File: src/rtl/thumb_decode_pkg.sv
// rtl/thumb_decode_pkg.sv - shared constants, bundle type and helpers for the Thumb decode stage
package thumb_decode_pkg;

  localparam logic [4:0] UOP_BRANCH = 5'd0;
  localparam logic [4:0] UOP_ADD    = 5'd1;
  localparam logic [4:0] UOP_SUB    = 5'd2;
  localparam logic [4:0] UOP_EOR    = 5'd4;
  localparam logic [4:0] UOP_CMP    = 5'd5;
  localparam logic [4:0] UOP_LSL    = 5'd6;
  localparam logic [4:0] UOP_MOV    = 5'd8;
  localparam logic [4:0] UOP_STR    = 5'd9;
  localparam logic [4:0] UOP_LDR    = 5'd10;
  localparam logic [4:0] UOP_BL     = 5'd11;

  localparam logic [3:0] COND_AL   = 4'b1110;
  localparam logic [3:0] COND_NONE = 4'b1111;
  localparam logic [3:0] LR_IDX    = 4'd14;

  // Canonical-width bundle; num carries offsets already sign-extended to 24 bits,
  // so a further sign extension to any wider datapath is always correct.
  typedef struct packed {
    logic [4:0]  uop;
    logic        num_to_rhs;
    logic [23:0] num;
    logic [3:0]  sel_p0;
    logic [3:0]  sel_p1;
    logic [3:0]  sel_in;
    logic        explose;
    logic [3:0]  branch_cond;
  } bundle_t;

  function automatic logic is_wide_prefix(input logic [15:0] hw);
    return (hw[15:13] == 3'b111) && (hw[12:11] != 2'b00);
  endfunction

endpackage

File: src/rtl/thumb_decode_comb.sv
// rtl/thumb_decode_comb.sv - combinational decode of one 16-bit halfword or a 32-bit pair into a bundle
module thumb_decode_comb
  import thumb_decode_pkg::*;
#(
  parameter int WIDE_EN = 1
) (
  input  logic [15:0] hw1,
  input  logic [15:0] hw,
  input  logic        is_wide,
  output bundle_t     bundle
);

  logic s_bit;
  logic i1;
  logic i2;
  logic bl_ok;

  assign s_bit = hw1[10];
  assign i1    = ~(hw[13] ^ s_bit);
  assign i2    = ~(hw[11] ^ s_bit);
  assign bl_ok = (WIDE_EN != 0) && (hw1[15:11] == 5'b11110) &&
                 (hw[15:14] == 2'b11) && hw[12];

  always_comb begin
    bundle             = '0;
    bundle.branch_cond = COND_NONE;
    if (is_wide) begin
      if (bl_ok) begin
        bundle.uop         = UOP_BL;
        bundle.sel_in      = LR_IDX;
        bundle.branch_cond = COND_AL;
        bundle.num         = {s_bit, i1, i2, hw1[9:0], hw[10:0]};
      end else begin
        bundle.explose = 1'b1;
      end
    end else begin
      casez (hw[15:11])
        5'b00000: begin
          // A zero shift amount is the register move alias.
          if (hw[10:6] == 5'd0) begin
            bundle.uop    = UOP_MOV;
            bundle.sel_p0 = {1'b0, hw[5:3]};
            bundle.sel_in = {1'b0, hw[2:0]};
          end else begin
            bundle.uop        = UOP_LSL;
            bundle.num        = {19'd0, hw[10:6]};
            bundle.sel_p1     = {1'b0, hw[5:3]};
            bundle.sel_in     = {1'b0, hw[2:0]};
            bundle.num_to_rhs = 1'b1;
          end
        end
        5'b00011: begin
          bundle.uop    = hw[9] ? UOP_SUB : UOP_ADD;
          bundle.sel_p1 = {1'b0, hw[5:3]};
          bundle.sel_in = {1'b0, hw[2:0]};
          if (hw[10]) begin
            bundle.num        = {21'd0, hw[8:6]};
            bundle.num_to_rhs = 1'b1;
          end else begin
            bundle.sel_p0 = {1'b0, hw[8:6]};
          end
        end
        5'b001??: begin
          bundle.num        = {16'd0, hw[7:0]};
          bundle.num_to_rhs = 1'b1;
          case (hw[12:11])
            2'b00: begin
              bundle.uop    = UOP_MOV;
              bundle.sel_in = {1'b0, hw[10:8]};
            end
            2'b01: begin
              bundle.uop    = UOP_CMP;
              bundle.sel_p1 = {1'b0, hw[10:8]};
            end
            2'b10: begin
              bundle.uop    = UOP_ADD;
              bundle.sel_p1 = {1'b0, hw[10:8]};
              bundle.sel_in = {1'b0, hw[10:8]};
            end
            default: begin
              bundle.uop    = UOP_SUB;
              bundle.sel_p1 = {1'b0, hw[10:8]};
              bundle.sel_in = {1'b0, hw[10:8]};
            end
          endcase
        end
        5'b01000: begin
          if (hw[10:6] == 5'b00001) begin
            bundle.uop    = UOP_EOR;
            bundle.sel_p0 = {1'b0, hw[2:0]};
            bundle.sel_in = {1'b0, hw[2:0]};
            bundle.sel_p1 = {1'b0, hw[5:3]};
          end else begin
            bundle.explose = 1'b1;
          end
        end
        5'b0110?: begin
          bundle.uop        = hw[11] ? UOP_LDR : UOP_STR;
          bundle.sel_p1     = {1'b0, hw[5:3]};
          bundle.num        = {19'd0, hw[10:6]};
          bundle.num_to_rhs = 1'b1;
          if (hw[11]) bundle.sel_in = {1'b0, hw[2:0]};
          else        bundle.sel_p0 = {1'b0, hw[2:0]};
        end
        5'b11100: begin
          bundle.uop         = UOP_BRANCH;
          bundle.branch_cond = COND_AL;
          bundle.num         = {{13{hw[10]}}, hw[10:0]};
        end
        5'b1101?: begin
          // Conditions AL/NV in this slot are the undefined and SVC encodings.
          if (hw[11:9] == 3'b111) begin
            bundle.explose = 1'b1;
          end else begin
            bundle.uop         = UOP_BRANCH;
            bundle.branch_cond = hw[11:8];
            bundle.num         = {{16{hw[7]}}, hw[7:0]};
          end
        end
        default: bundle.explose = 1'b1;
      endcase
    end
  end

endmodule

File: src/rtl/thumb_decode_stage.sv
// rtl/thumb_decode_stage.sv - pipelined Thumb decode stage with handshakes, flush and BL pair assembly
module thumb_decode_stage
  import thumb_decode_pkg::*;
#(
  parameter int NUM_W   = 32,
  parameter int SEL_W   = 4,
  parameter int UOP_W   = 5,
  parameter int WIDE_EN = 1
) (
  input  logic             clk,
  input  logic             reset,
  input  logic             flush,
  input  logic             in_valid,
  output logic             in_ready,
  input  logic [15:0]      in_halfword,
  output logic             out_valid,
  input  logic             out_ready,
  output logic [UOP_W-1:0] uop,
  output logic             num_to_rhs,
  output logic [NUM_W-1:0] num,
  output logic [SEL_W-1:0] sel_p0,
  output logic [SEL_W-1:0] sel_p1,
  output logic [SEL_W-1:0] sel_in,
  output logic             explose,
  output logic [3:0]       branch_cond
);

  localparam logic [0:0] ST_IDLE = 1'b0;
  localparam logic [0:0] ST_WIDE = 1'b1;

  logic [0:0]  state;
  logic [15:0] hw1;
  logic        wide;
  logic        accept;
  logic        deliver;
  logic        take_prefix;
  bundle_t     dec;

  assign in_ready    = !flush && (!out_valid || out_ready);
  assign accept      = in_valid && in_ready;
  assign deliver     = out_valid && out_ready;
  assign wide        = (state == ST_WIDE);
  assign take_prefix = !wide && is_wide_prefix(in_halfword);

  thumb_decode_comb #(
    .WIDE_EN (WIDE_EN)
  ) u_comb (
    .hw1     (hw1),
    .hw      (in_halfword),
    .is_wide (wide),
    .bundle  (dec)
  );

  always_ff @(posedge clk) begin
    if (reset) begin
      state       <= ST_IDLE;
      hw1         <= '0;
      out_valid   <= 1'b0;
      uop         <= '0;
      num_to_rhs  <= 1'b0;
      num         <= '0;
      sel_p0      <= '0;
      sel_p1      <= '0;
      sel_in      <= '0;
      explose     <= 1'b0;
      branch_cond <= COND_NONE;
    end else if (flush) begin
      state     <= ST_IDLE;
      hw1       <= '0;
      out_valid <= 1'b0;
    end else if (accept && take_prefix) begin
      // First half of a pair produces nothing; only a concurrent drain clears valid.
      state <= ST_WIDE;
      hw1   <= in_halfword;
      if (deliver) out_valid <= 1'b0;
    end else if (accept) begin
      state       <= ST_IDLE;
      out_valid   <= 1'b1;
      uop         <= UOP_W'(dec.uop);
      num_to_rhs  <= dec.num_to_rhs;
      num         <= NUM_W'(signed'(dec.num));
      sel_p0      <= SEL_W'(dec.sel_p0);
      sel_p1      <= SEL_W'(dec.sel_p1);
      sel_in      <= SEL_W'(dec.sel_in);
      explose     <= dec.explose;
      branch_cond <= dec.branch_cond;
    end else if (deliver) begin
      out_valid <= 1'b0;
    end
  end

endmodule

File: config.mk
export PLATFORM = sky130hd
export DESIGN_NAME = thumb_decode_stage
export DESIGN_NICKNAME = d
export VERILOG_FILES = /design/src/rtl/thumb_decode_pkg.sv /design/src/rtl/thumb_decode_comb.sv /design/src/rtl/thumb_decode_stage.sv
export SDC_FILE = /design/constraint.sdc
export NUM_CORES = 1
export LEC_CHECK = 0
export BUFFER_PORTS_ARGS = -buffer_cell sky130_fd_sc_hd__clkbuf_2
export CORE_ASPECT_RATIO = 1.25
export CORE_MARGIN = 10
export CORE_UTILIZATION = 51
export CTS_BUF_LIST = sky130_fd_sc_hd__clkbuf_8
export CTS_CLUSTER_DIAMETER = 60
export DETAILED_ROUTE_END_ITERATION = 7
export PLACE_DENSITY_LB_ADDON = 0.12
export SYNTH_ARGS = -nofsm -noshare
export SYNTH_HDL_FRONTEND = slang
export SYNTH_HIERARCHICAL = 1
export SYNTH_SLANG_ARGS = --single-unit
export TNS_END_PERCENT = 20
File: constraint.sdc
create_clock -name clk -period 2.25 [get_ports clk]
set_input_delay 0.225 -clock clk [delete_from_list [all_inputs] [get_ports clk]]
set_output_delay 0.225 -clock clk [all_outputs]
set_load 0.01 [all_outputs]
==> metrics.txt <==
worst hold margin 0.09569 ns; Post-synth ARST share 0%; Compound-Gate Fraction of Synth Area 23.84%; Worst Path Max Fanout 5; Crit. End Element flop; commonest non-fill, non-tap cell in the layout nand2_1; Fmax 523.3 MHz; n_diodes 0; Synth Area in Simple Gates approximately a quarter; max cap viols 0; Die Area between 10000 and 15000 um2; drt total wl 10490 um; global placement routability congestion around 0.91; max incr delay on CP about 0.5 ns; postcts setup bufs 0; first-pass GRT wire length around 17000 um; vias in the first global route 3564; grt ovf 0; P per Cell Area slightly above 600 nW/um2; clk_skew 0.006214 ns; clock root buffer clkbuf_8; final cell area excluding filler cells about 4300 um2; Filler cells 665; Tot GR Track Use 19.77%; Initial Utilization 52.08%; Synth Area in XOR/XNOR less than 1%; DRT iter0 DRCs 264; Final nets around 560; clock share of power 42.4%; most area-consuming cells after synthesis dfxtp_1, nand2_1, a21oi_1, mux2i_1, a21o_1; Logic pwr share 12.8%; core box area 6934 um2; synthesized area 3611 um2; CTS Buffer Depth 2; vias 3500; main combinational cell family by area after synthesis simple AND/OR/NAND/NOR gates; Critical Path Start in_halfword[11]; synthesized instance count 454; Critical Path, Cell by Cell clkbuf_2, inv_1, ha_1, buf_4, or4b_4, o31a_4, a2111oi_4, a22o_1, nand2_1, a21oi_1; CP required ~2.5 ns; Peak VDD IR between 0.5 and 0.6 mV; worst path arrival time between 2 and 2.5 ns; post-synth top area cell dfxtp_1; HP Class in2reg; number of synthesized flops with an enable pin 0; PortBufs 77; Startpoint Class primary input; fin crit period between 1.5 and 2 ns; sequential area share after synthesis 36.04%; outcome completed; Syn. warnings 6; Ports 78; initial antenna violation count 0; clk sinks 65; # H-tree levels 3; ANT nets after route 0; PostCTS Resize Cnt 0; CTS Hold Bufs 0; Std-Cell Rows 34; Hold Startpoint flush; CP max-delay cell or4b_4; drt pass-1 iters 5; cts bufs inserted 9; post-synthesis mux area share 3.915%; CTS tree yes; switching share of power approximately a quarter; pre-CTS WS -0.001555 ns; proportion of layout cells with a drive suffix above 1 26.58%; buffers plus inverters on the worst setup path 3; RSZ-0062 raised after global routing no; final total power 2.609 mW; Netlist cell types 61; pin count of the biggest net entering global routing 53; Seq cells post-synth 65; Psw 0.6764 mW; Final Cycle Share 84.92%; Final HPWL DP 7805 um; Clock Pin Slew Worst Setup and Hold Paths approximately 0.07 ns; Seq pwr share 44.8%; Hold Vio Cnt, Final 0; Int Pwr 1.933 mW; Mapped Avg Cell Area 7.954 um2; worst skew pair latency about 0.34 ns; reg-to-reg critical path startpoint state; die height 114.1 um; via density per instance between 5 and 6; Setup Viol. Count Final 0; share of the synthesized area in the top cell type 36.04%; Slew Viols, Final 0; CP top delay family compound AO/OA/AOI/OAI gates; Pleak around 1.8 nW; Avg WL per Cell between 15 and 20 um; drc violations 0; ys flop type dfxtp_1; Placed Area between 4000 and 5000 um2; DIE WIDTH 95.26 um; most frequent cells in the layout nand2_1, clkbuf_2, dfxtp_1; WS Path Type in2reg; Area Growth Syn to Fin 19.79%; Final WS setup 0.3392 ns; area share of fa/ha/maj cells after synthesis ~1.4%; Worst Max-Slew Pin Slew 0.8388 ns; Max-Slew Margin vs Limit 44.08%
## cell usage after synthesis, drive strengths merged (3+ instances only)
library cell / instances
a21o: 16
a21oi: 56
a22o: 3
a22oi: 3
a31oi: 4
and2: 3
buf: 30
clkbuf: 15
dfxtp: 65
ha: 4
inv: 6
mux2i: 13
nand2: 126
nand2b: 3
nand3: 4
nand4: 3
nor2: 17
nor2b: 4
nor3: 11
nor3b: 4
nor4: 4
o21a: 3
o21ai: 10
o21bai: 6
or2: 4
## metrics by stage
step                std cells    TNS, ns  util (%)
floorplan                 456          0         -
global placement          612          0     59.20
global route              628          0     62.38
detailed placement        612  -0.001555     59.20
CTS                       628          0     62.38
finish                    628          0     62.38
## power groups by stage
stage          Combinational [mW]  Clock, mW  Sequential, mW
2_1_floorplan               0.201          0            1.20
3_3_place_gp                0.329          0            1.19
3_5_place_dp                0.330          0            1.19
4_1_cts                     0.332       1.13            1.17
5_1_grt                     0.364       1.18            1.17
6_report                    0.334       1.11            1.17
## sequential cells by signal, summed over array words and instances, names as in the netlist
signal,cells
branch_cond,4
sel_p1,4
sel_in,4
num,24
sel_p0,4
state,1
uop,5
explose,1
num_to_rhs,1
hw1,16
out_valid,1
## final timing paths
path	cells past startpoint	slack, ns	endpoint
max	10	0.34	num[2]
min	2	0.1	out_valid
max reg2reg	5	0.46	num[23]
min reg2reg	2	0.46	uop[2]
## worst reg2reg max path: cells and delay by family (launching register included)
| family | cells | cell delay [ns] |
|---|---|---|
| AO/OA/AOI/OAI | 3 | 1.08 |
| AND/OR/NAND/NOR | 1 | 0.05 |
| flip-flops | 1 | 0.38 |
| buffers and inverters | 1 | 0.22 |
## routing by layer
| layer | global-route usage (%) | up-vias | wire [um] |
|---|---|---|---|
| met1 | 23.81 | 1637 | 4375 |
| met3 | 5.315 | 22 | 794 |
| li1 | - | 1718 | - |
| met5 | 0 | - | 0 |
| met4 | 7.500 | 0 | 278 |
| met2 | 32.48 | 123 | 5039 |
## final cells by class
type                    instances  area, um2  area share, %
multi-input cells             340       2016          46.60
flip-flops and latches         65       1301          30.08
repair buffers                111      653.1          15.10
clock buffers                  10      137.6          3.182
well taps                      90      112.6          2.603
clock inverters                 6      82.58          1.909
inverters                       6      22.52         0.5207
## logic make-up (layout without fill, tap and decap cells)
kind of cell	Yosys count	count (layout)
and+or+nand+nor	194	194
AOI/OAI and AO/OA	123	123
DFF	65	65
buffers and inverters	51	133
muxes	14	14
adders and majority gates	4	4
xor gates and xnor gates	2	2
other	1	3
Note: power is estimated with default switching activity, not from simulation.
